--- config.mk ---
export PLATFORM = sky130hd
export DESIGN_NAME = delay_line_prober
export DESIGN_NICKNAME = d
export VERILOG_FILES = /design/src/rtl/delay_probe_pkg.sv /design/src/rtl/probe_cycle_counter.sv /design/src/rtl/delay_line_prober.sv
export SDC_FILE = /design/constraint.sdc
export NUM_CORES = 1
export LEC_CHECK = 0
export ABC_AREA = 1
export CORE_UTILIZATION = 50
export DETAILED_ROUTE_END_ITERATION = 8
export GPL_TIMING_DRIVEN = 1
export PLACE_DENSITY_LB_ADDON = 0.25
export SYNTH_ARGS = -nofsm -noshare
export SYNTH_HDL_FRONTEND = slang
export SYNTH_SLANG_ARGS = --single-unit
export TNS_END_PERCENT = 30
--- constraint.sdc ---
create_clock -name clock -period 4 [get_ports clock]
set_clock_uncertainty 0.15 [all_clocks]
set_input_delay 0.4 -clock clock [delete_from_list [all_inputs] [get_ports clock]]
set_output_delay 0.4 -clock clock [all_outputs]
set_load 0.01 [all_outputs]
--- src/rtl/delay_probe_pkg.sv ---
// Shared types and constants for the delay-line latency prober.
// Contents: FSM state enum, the idle fill byte, the default marker byte,
// and a helper that maps a state to its busy indication.
package delay_probe_pkg;

   localparam int unsigned BYTE_W = 8;

   // Byte driven into the line while flushing and while waiting for the marker
   localparam logic [BYTE_W-1:0] IDLE_BYTE      = 8'h00;
   // Default probe byte; must differ from IDLE_BYTE
   localparam logic [BYTE_W-1:0] DEFAULT_MARKER = 8'hA5;

   typedef enum logic [1:0] {
      IDLE   = 2'd0,
      FLUSH  = 2'd1,
      LAUNCH = 2'd2,
      WAIT   = 2'd3
   } probe_state_e;

   // Every state except IDLE belongs to an active measurement
   function automatic logic state_is_busy(input probe_state_e st);
      return (st != IDLE);
   endfunction

endpackage

--- src/rtl/probe_cycle_counter.sv ---
// Saturating up-counter shared by the flush and wait phases of the prober.
// Ports:
//   clock_i  - system clock, rising edge
//   reset_i  - synchronous active-high reset (count -> 0)
//   clr_i    - synchronous clear, takes priority over enable
//   en_i     - increment enable; the count sticks at all-ones
//   count_o  - current count
module probe_cycle_counter #(
   parameter int unsigned CNT_W = 8
) (
   input  logic             clock_i,
   input  logic             reset_i,
   input  logic             clr_i,
   input  logic             en_i,
   output logic [CNT_W-1:0] count_o
);

   logic [CNT_W-1:0] count_q;
   logic [CNT_W-1:0] count_d;

   // Next count: clear wins, then saturating increment
   always_comb begin
      count_d = count_q;
      if (clr_i) begin
         count_d = '0;
      end else if (en_i && (count_q != '1)) begin
         count_d = count_q + CNT_W'(1);
      end
   end

   always_ff @(posedge clock_i) begin
      if (reset_i) begin
         count_q <= '0;
      end else begin
         count_q <= count_d;
      end
   end

   assign count_o = count_q;

endmodule

--- src/rtl/delay_line_prober.sv ---
// Latency-measurement stage wrapped around an 8-bit delay line.
// In IDLE the user byte passes straight to the line. A start request flushes
// the line with IDLE_BYTE for FLUSH_LEN cycles, launches MARKER for one
// cycle, then counts WAIT cycles until the marker returns or the wait
// budget runs out.
// Optional build macro: DELAY_PROBE_CHECK_EN adds the sticky `corrupt`
// output flagging unexpected bytes seen on the line while waiting.
// Ports:
//   clock        - system clock, rising edge
//   reset        - synchronous active-high reset
//   start        - measurement request, honoured only in IDLE
//   pass_data_i  - user byte forwarded to the line in IDLE
//   line_data_o  - byte fed to the delay-line input (combinational from state)
//   line_data_i  - byte returned from the delay-line output
//   busy         - high while flushing, launching or waiting
//   done         - one-cycle pulse when a result is written
//   timeout      - sticky, last measurement gave up
//   corrupt      - (DELAY_PROBE_CHECK_EN only) sticky, stray byte seen in WAIT
//   latency      - last measured latency, all-ones after a timeout
module delay_line_prober
   import delay_probe_pkg::*;
#(
   parameter int unsigned       DATA_W      = 8,
   parameter int unsigned       CNT_W       = 8,
   parameter int unsigned       FLUSH_LEN   = 64,
   parameter int unsigned       TIMEOUT_CYC = 200,
   parameter logic [DATA_W-1:0] MARKER      = DATA_W'(DEFAULT_MARKER)
) (
   input  logic              clock,
   input  logic              reset,
   input  logic              start,
   input  logic [DATA_W-1:0] pass_data_i,
   output logic [DATA_W-1:0] line_data_o,
   input  logic [DATA_W-1:0] line_data_i,
   output logic              busy,
   output logic              done,
   output logic              timeout,
`ifdef DELAY_PROBE_CHECK_EN
   output logic              corrupt,
`endif
   output logic [CNT_W-1:0]  latency
);

   localparam logic [DATA_W-1:0] FILL_BYTE  = DATA_W'(IDLE_BYTE);
   localparam logic [CNT_W-1:0]  FLUSH_LAST = CNT_W'(FLUSH_LEN - 1);
   localparam logic [CNT_W-1:0]  WAIT_LIMIT = CNT_W'(TIMEOUT_CYC);

   probe_state_e     state_q;
   logic             busy_q;
   logic             done_q;
   logic             timeout_q;
   logic [CNT_W-1:0] latency_q;

   logic [CNT_W-1:0] cnt;
   logic             cnt_clr;
   logic             cnt_en;
   logic             marker_hit;
   logic             flush_last;
   logic             wait_expired;

   assign marker_hit   = (line_data_i == MARKER);
   assign flush_last   = (cnt == FLUSH_LAST);
   assign wait_expired = (cnt == WAIT_LIMIT);

   probe_cycle_counter #(
      .CNT_W (CNT_W)
   ) u_cnt (
      .clock_i (clock),
      .reset_i (reset),
      .clr_i   (cnt_clr),
      .en_i    (cnt_en),
      .count_o (cnt)
   );

   // Counter control. LAUNCH bumps the cleared count to 1 so that the first
   // WAIT cycle already represents one cycle of line latency.
   always_comb begin
      cnt_clr = 1'b0;
      cnt_en  = 1'b0;
      case (state_q)
         IDLE:    cnt_clr = start;
         FLUSH: begin
            if (flush_last) begin
               cnt_clr = 1'b1;
            end else begin
               cnt_en = 1'b1;
            end
         end
         LAUNCH:  cnt_en = 1'b1;
         WAIT:    cnt_en = !marker_hit && !wait_expired;
         default: cnt_clr = 1'b0;
      endcase
   end

   // Line drive selected by phase
   always_comb begin
      line_data_o = pass_data_i;
      case (state_q)
         IDLE:    line_data_o = pass_data_i;
         FLUSH:   line_data_o = FILL_BYTE;
         LAUNCH:  line_data_o = MARKER;
         WAIT:    line_data_o = FILL_BYTE;
         default: line_data_o = pass_data_i;
      endcase
   end

   // Measurement FSM with registered status outputs
   always_ff @(posedge clock) begin
      if (reset) begin
         state_q   <= IDLE;
         busy_q    <= 1'b0;
         done_q    <= 1'b0;
         timeout_q <= 1'b0;
         latency_q <= '0;
      end else begin
         done_q <= 1'b0;
         case (state_q)
            IDLE: begin
               if (start) begin
                  state_q   <= FLUSH;
                  timeout_q <= 1'b0;
               end
            end
            FLUSH: begin
               if (flush_last) begin
                  state_q <= LAUNCH;
               end
            end
            LAUNCH: begin
               state_q <= WAIT;
            end
            WAIT: begin
               // A match on the final allowed cycle still counts as a match
               if (marker_hit) begin
                  latency_q <= cnt;
                  done_q    <= 1'b1;
                  state_q   <= IDLE;
               end else if (wait_expired) begin
                  latency_q <= '1;
                  timeout_q <= 1'b1;
                  done_q    <= 1'b1;
                  state_q   <= IDLE;
               end
            end
            default: begin
               state_q <= IDLE;
            end
         endcase
         // busy mirrors the state being entered so it lines up with state_q
         case (state_q)
            IDLE:    busy_q <= start;
            WAIT:    busy_q <= !(marker_hit || wait_expired);
            default: busy_q <= state_is_busy(state_q);
         endcase
      end
   end

`ifdef DELAY_PROBE_CHECK_EN
   logic corrupt_q;

   // Sticky flag for any byte in WAIT that is neither fill nor marker
   always_ff @(posedge clock) begin
      if (reset) begin
         corrupt_q <= 1'b0;
      end else if ((state_q == IDLE) && start) begin
         corrupt_q <= 1'b0;
      end else if ((state_q == WAIT) && (line_data_i != FILL_BYTE) && !marker_hit) begin
         corrupt_q <= 1'b1;
      end
   end

   assign corrupt = corrupt_q;
`endif

   assign busy    = busy_q;
   assign done    = done_q;
   assign timeout = timeout_q;
   assign latency = latency_q;

endmodule

==> results.cfg <==
[placed_design]
gp_congestion = 0.870
dp_hpwl_mm = 2.26
numPortBuffers = 37
dp_cells = 249
place_area_um2 = 1660

[sta]
relSlewSlack = 0.673
finalMaxSlewViolations = 0
grt_setup_unrepaired = no
period_share = 0.706
hold_viol = 0
tightest_slew_ps = 488
finalSetupTns_ps = 0
clock.fmax_ghz = 0.354
fin_crit_ps = 2820
setup_viol = 0

[detailed_routing]
routedWlPerCell_um = 11.6
initialDrtViolationCount = 31
dr.pass1.iters = 4
drt-total-wl_mm = 2.94
num_vias = 1311
via_per_inst = 5.18
ant_nets = 0
drcViolationCount = 0

[clocking]
clock_latency_ps = 320
htreeDepth = 1
clockRootBuffer = clkbuf_4
clk_pin_slew_ps = 130
cts_resized = 0
numClockSinks = 21
cts_setup_buffers = 0
holdBufCountCts = 0
cts_tree = done
clockBufferDepth = 2
cts_made_buffers = 3

[setup_path]
required_ps = 3450
start_kind = register
cp-end-kind = primary output
arrival_ps = 2270
reg2reg_slack_ps = 2100
cp_max_fo = 18
r2r-start = state_q[1]$_SDFFE_PP0P_
timing.rr.end = u_cnt.count_o[1]$_SDFFE_PP0P_
crit_type = register to primary output
reg2regPathDepth = 7

[job]
cap_violations = 0

[yosys]
synth_warnings = 0
synthCells = 188
yosys.area.top_type = dfxtp_1
ys_seq_area_frac = 0.330
ys_top_cells_by_area = dfxtp_1 (33%), nand2_1 (11%), inv_1 (8.5%)
yosys_register_bits = 21
synth.avg_cell_area_um2 = 6.78
synth_nets = 214
syn_area_um2 = 1270
synth_top_area_frac = 0.330
synth.distinct_cells = 22

[global_routing]
met3_usage = 0.0609
grt_max_degree = 19
grt-busiest-layer = met2
grt_antenna_before_repair = 0
grtUsageMet1 = 0.274
grt_pass1_wl_mm = 5.00
grt.total_usage = 0.250
grt_pass1_vias = 1216
use_met2 = 0.458
grt-ovfl-total = 0

[run_status]
status = finished clean

[min_path]
worstHoldEndpoint = timeout$_SDFFE_PP0P_
min_path_cells = 2
hp-class = register to register
hp-start = timeout$_SDFFE_PP0P_

[layout]
design_area_um2 = 1680
final_util = 0.733
drive_gt1_frac = 0.0889
insertedDiodeCount = 0
n_fill_cell = 200
finalNonFillerCells = 253
syn_to_final_growth_pct = 32.2
nNetsFinal = 252

[pwr]
total_power_mw = 0.872
powerDensity_nw_per_um2 = 518
peakVddDrop_uv = 489
power_leakage_nw = 0.717

[die]
design.die.area_um2 = 2750
initial_core_util = 0.554
dieHeight_um = 52.5
fp-row-count = 17
coreArea_um2 = 2300
die_w_um = 52.5
ios = 38
worst max-delay path, cell delays in order, from the launching register on:
cell and delay (ps):
dfxtp_1 350, inv_1 130, ha_1 280, clkinv_1 420, nor2_1 220, nor2_1 60
clkdlybuf4s50_1 490
cells by family after synthesis:
group / share of synthesized area
AND/OR/NAND/NOR: 0.363
buffers and inverters: 0.121
AO/OA/AOI/OAI: 0.110
flip-flops: 0.330
adder cells (fa/ha/maj): 0.0688
XOR/XNOR: 0.00688
layout make-up:
type / instances / area [µm²] / share of cell area
clock buffers: 3 / 22.5 / 0.0134
multi-input cells: 128 / 699 / 0.415
clock inverters: 1 / 5.00 / 0.00297
flip-flops and latches: 21 / 420 / 0.250
well taps: 28 / 35.0 / 0.0208
inverters: 35 / 131 / 0.0780
repair buffers: 37 / 370 / 0.220
cell usage after synthesis (all sizes together):
library cell	number
buf	1
dfxtp	21
nand2	39
inv	32
nand3b	1
nor2b	1
a21oi	13
a211oi	8
o21ai	3
ha	7
nand3	10
nor4	1
nor3	3
nor2	31
clkinv	3
clkbuf	3
xnor2	1
nand4	10
placed cells by master, fill, tap and decap left out:
cell | synthesis | routed
a211oi_1 | 8 | 8
a21oi_1 | 13 | 13
clkbuf_4 | 0 | 3
clkdlybuf4s50_1 | 0 | 37
clkinv_1 | 3 | 3
clkinv_2 | 0 | 1
dfxtp_1 | 21 | 21
ha_1 | 7 | 7
inv_1 | 29 | 29
inv_2 | 3 | 3
nand2_1 | 36 | 36
nand2_2 | 3 | 3
nand3_1 | 8 | 8
nand3_4 | 2 | 2
nand3b_1 | 1 | 1
nand4_1 | 10 | 10
nor2_1 | 23 | 23
nor2_2 | 8 | 8
nor2b_1 | 1 | 1
nor3_1 | 3 | 3
nor4_1 | 1 | 1
o21ai_0 | 3 | 3
xnor2_1 | 1 | 1
where the power goes:
group	leakage, nW	switching [mW]	internal (mW)	total, mW
logic	0.529	0.295	0.213	0.508
clock network	0.0177	0.0722	0.0375	0.110
registers	0.170	0.0203	0.234	0.254
total	0.717	0.388	0.484	0.872
flip-flops by register name (all words and copies together), names as in the netlist:
name           count
state_q            2
u_cnt.count_o      8
done               1
latency            8
timeout            1
busy               1
metrics by stage:
stage	setup slack (ps)	hold WS, ps
floorplan	2140	328
global placement	1670	316
detailed placement	1550	328
CTS	1180	345
global route	1010	371
finish	1180	343
worst max-delay path by stage:
stage                            startpoint             end  slack [ps]  cells past startpoint
finish              state_q[1]$_SDFFE_PP0P_  line_data_o[7]        1180                      6
global route        state_q[0]$_SDFFE_PP0P_  line_data_o[2]        1010                      6
CTS                 state_q[0]$_SDFFE_PP0P_  line_data_o[7]        1180                      6
detailed placement  state_q[0]$_SDFFE_PP0P_  line_data_o[7]        1550                      6
global placement    state_q[0]$_SDFFE_PP0P_  line_data_o[0]        1670                      6
floorplan           state_q[0]$_SDFFE_PP0P_  line_data_o[0]        2140                      6
per-layer routing:
metal,wire length [µm],vias to the layer above
met4,40,0
met1,1240,582
met3,200,5
met2,1450,49
met5,0,-
li1,-,675
(Power assumes the default switching activity.)
==> variant, RTL diff (same settings) <==
Re-encode `probe_state_e` (4 states) as one-hot, 4 bits wide.
--- a/src/rtl/delay_probe_pkg.sv
+++ b/src/rtl/delay_probe_pkg.sv
@@ -10,11 +10,11 @@
    // Default probe byte; must differ from IDLE_BYTE
    localparam logic [BYTE_W-1:0] DEFAULT_MARKER = 8'hA5;
 
-   typedef enum logic [1:0] {
-      IDLE   = 2'd0,
-      FLUSH  = 2'd1,
-      LAUNCH = 2'd2,
-      WAIT   = 2'd3
+   typedef enum logic [3:0] {
+      IDLE   = 4'b0001,
+      FLUSH  = 4'b0010,
+      LAUNCH = 4'b0100,
+      WAIT   = 4'b1000
    } probe_state_e;
 
    // Every state except IDLE belongs to an active measurement
Function: no difference found for any inputs over 10 cycles, from zero or initial values and one cycle with reset high; not proved beyond that.
==> variant against the unedited design <==
  * Critical path depth decreased by 1
  * Worst setup slack better by 0.065 ns
  * Final area decreased by 2.3%
  * Wire length down 3.2%
  * Synthesized area fell by 3.6%
  * Global-route usage down 0.63 points
  * Worst hold slack got worse by 0.0098 ns
  * Sequential cell count is 2 higher
  * Critical endpoint is now line_data_o[0]
  * Largest cell class unchanged
Power is not compared: it rests on default switching activity, and its combinational part moved more than twofold at a synthesized area within 25%.
==> variant: results (changes against the unedited design) <==
YS warnings=0 (unchanged); Yosys top cell area share=0.375 (was 0.330); DRT iter0 DRCs=23 (was 31); worst skew pair latency=0.32 ns (about the same); # resized after CTS=0 (unchanged); Yosys cell types=23 (was 22); total CTS buffers=3 (unchanged); vias in the first global route=1163 (was 1216); r2r worst-path depth=8 (was 7); GR Layer Usage met3=0.0380 (was 0.0609); pin count of the biggest net entering global routing=17 (was 19); Cells on Worst Hold Path=2 (unchanged); Clock Path Buffers=2 (unchanged); Post-CTS Setup Inserts=0 (unchanged); Worst Hold Class=reg2reg (unchanged); CTS clk-pin slew, worst paths=0.13 ns (about the same); routing usage on met1=0.291 (was 0.274); DRC errors left=0 (unchanged); met2 GRT Util=0.435 (was 0.458); Final Wtd Congestion=0.821 (was 0.870); Overall Global Routing Usage=0.244 (was 0.250); CTS H-tree depth=1 (unchanged); area post-placement=1620 sq um (was 1660 sq um); Routed WL=2840 microns (was 2940 microns); share of layout cells above drive strength 1=0.0913 (was 0.0889); vias post-DR=1271 (was 1311); Root Buffer=clkbuf_4 (unchanged); DR pass1 iterations=4 (unchanged); Pleak=0.713 nW; Worst slew margin=0.659 (was 0.673); most common cell in the synthesized netlist=inv_1 (was nand2_1); initial antenna violation count=0 (unchanged); number of port buffers=37 (unchanged); most area-consuming cells after synthesis=dfxtp_1 (38%), inv_1 (9.5%), nand2_1 (8.9%) (was dfxtp_1 (33%), nand2_1 (11%), inv_1 (8.5%)); n_diodes=0 (unchanged); Final #Nets=241 (was 252); status=complete, no violations (unchanged); peak fanout along the critical path=8 (was 18); P_int=319 uW; syn_nets=201 (was 214); ys async rst share=0 (unchanged); Seq/Total Area, Yosys=0.375 (was 0.330); DP HPWL=2320 microns (was 2260 microns); Max VDD drop=0.149 mV; first-pass GRT wire length=4860 microns (was 5000 microns); DP Worst Slack=1.62 ns (was 1.55 ns); Post-synth top cells=inv_1 (31), nand2_1 (29), nor2_1 (29), dfxtp_1 (23), nand3_1 (13) (was nand2_1 (36), inv_1 (29), nor2_1 (23), dfxtp_1 (21), a21oi_1 (13))
[variant: cell types whose count changed after synthesis, moves of 3 or more]
cell and delta:
clkinv_1 -3, ha_1 -5, nand2_1 -7, nand3_1 +5, nand4_1 -7, nor2_1 +6
nor2_2 -5, o21ai_0 +4
[variant: routing by layer]
layer,vias to the layer above,share of wire
met1,572,0.43
li1,655,-
met3,5,0.038
met5,-,0
met4,0,0.015
met2,39,0.52
[variant: power by group through the flow]
stage                     sequential [mW]  clock, mW  combinational, mW
after CTS                           0.240      0.113             0.0880
after global placement              0.244          0             0.0846
after detailed placement            0.245          0             0.0877
after global routing                0.241      0.121             0.0976
final                               0.240      0.111             0.0873
after floorplan                     0.245          0             0.0441
[variant: critical path: stages (launching register included)]
cell and delay, ns:
dfxtp_1 0.39, inv_1 0.07, nand4_1 0.27, nand3_1 0.29, o21ai_0 0.28, clkdlybuf4s50_1 0.58
[variant: kinds of logic after synthesis]
logic type | count (synthesis) | synth area share
buf+inv | 37 | 0.119
simple gates | 91 | 0.357
fa+ha+maj | 2 | 0.0204
xor+xnor | 1 | 0.00714
compound gates | 26 | 0.121
flops | 23 | 0.375
[variant: worst paths after layout]
check	endpoint	slack [ns]	startpoint
max reg2reg	u_cnt.count_o[4]	2.22	u_cnt.count_o[0]
max	line_data_o[0]	1.24	state_q[0]
min reg2reg	timeout	0.33	timeout
min	timeout	0.33	timeout
[variant: metrics by stage]
step,hold WS [ns],power [mW],std cells
after floorplan,0.326,0.290,180
after global placement,0.305,0.329,243
after detailed placement,0.312,0.332,243
after CTS,0.343,0.440,247
after global routing,0.396,0.459,247
final,0.334,0.438,247
[variant: layout make-up]
class                   instances  area (sq um)
repair buffers                 37           370
multi-input cells             120           621
fillers                       196           609
flip-flops and latches         23           460
clock inverters                 1          5.00
well taps                      28          35.0
clock buffers                   3          22.5
inverters                      35           131
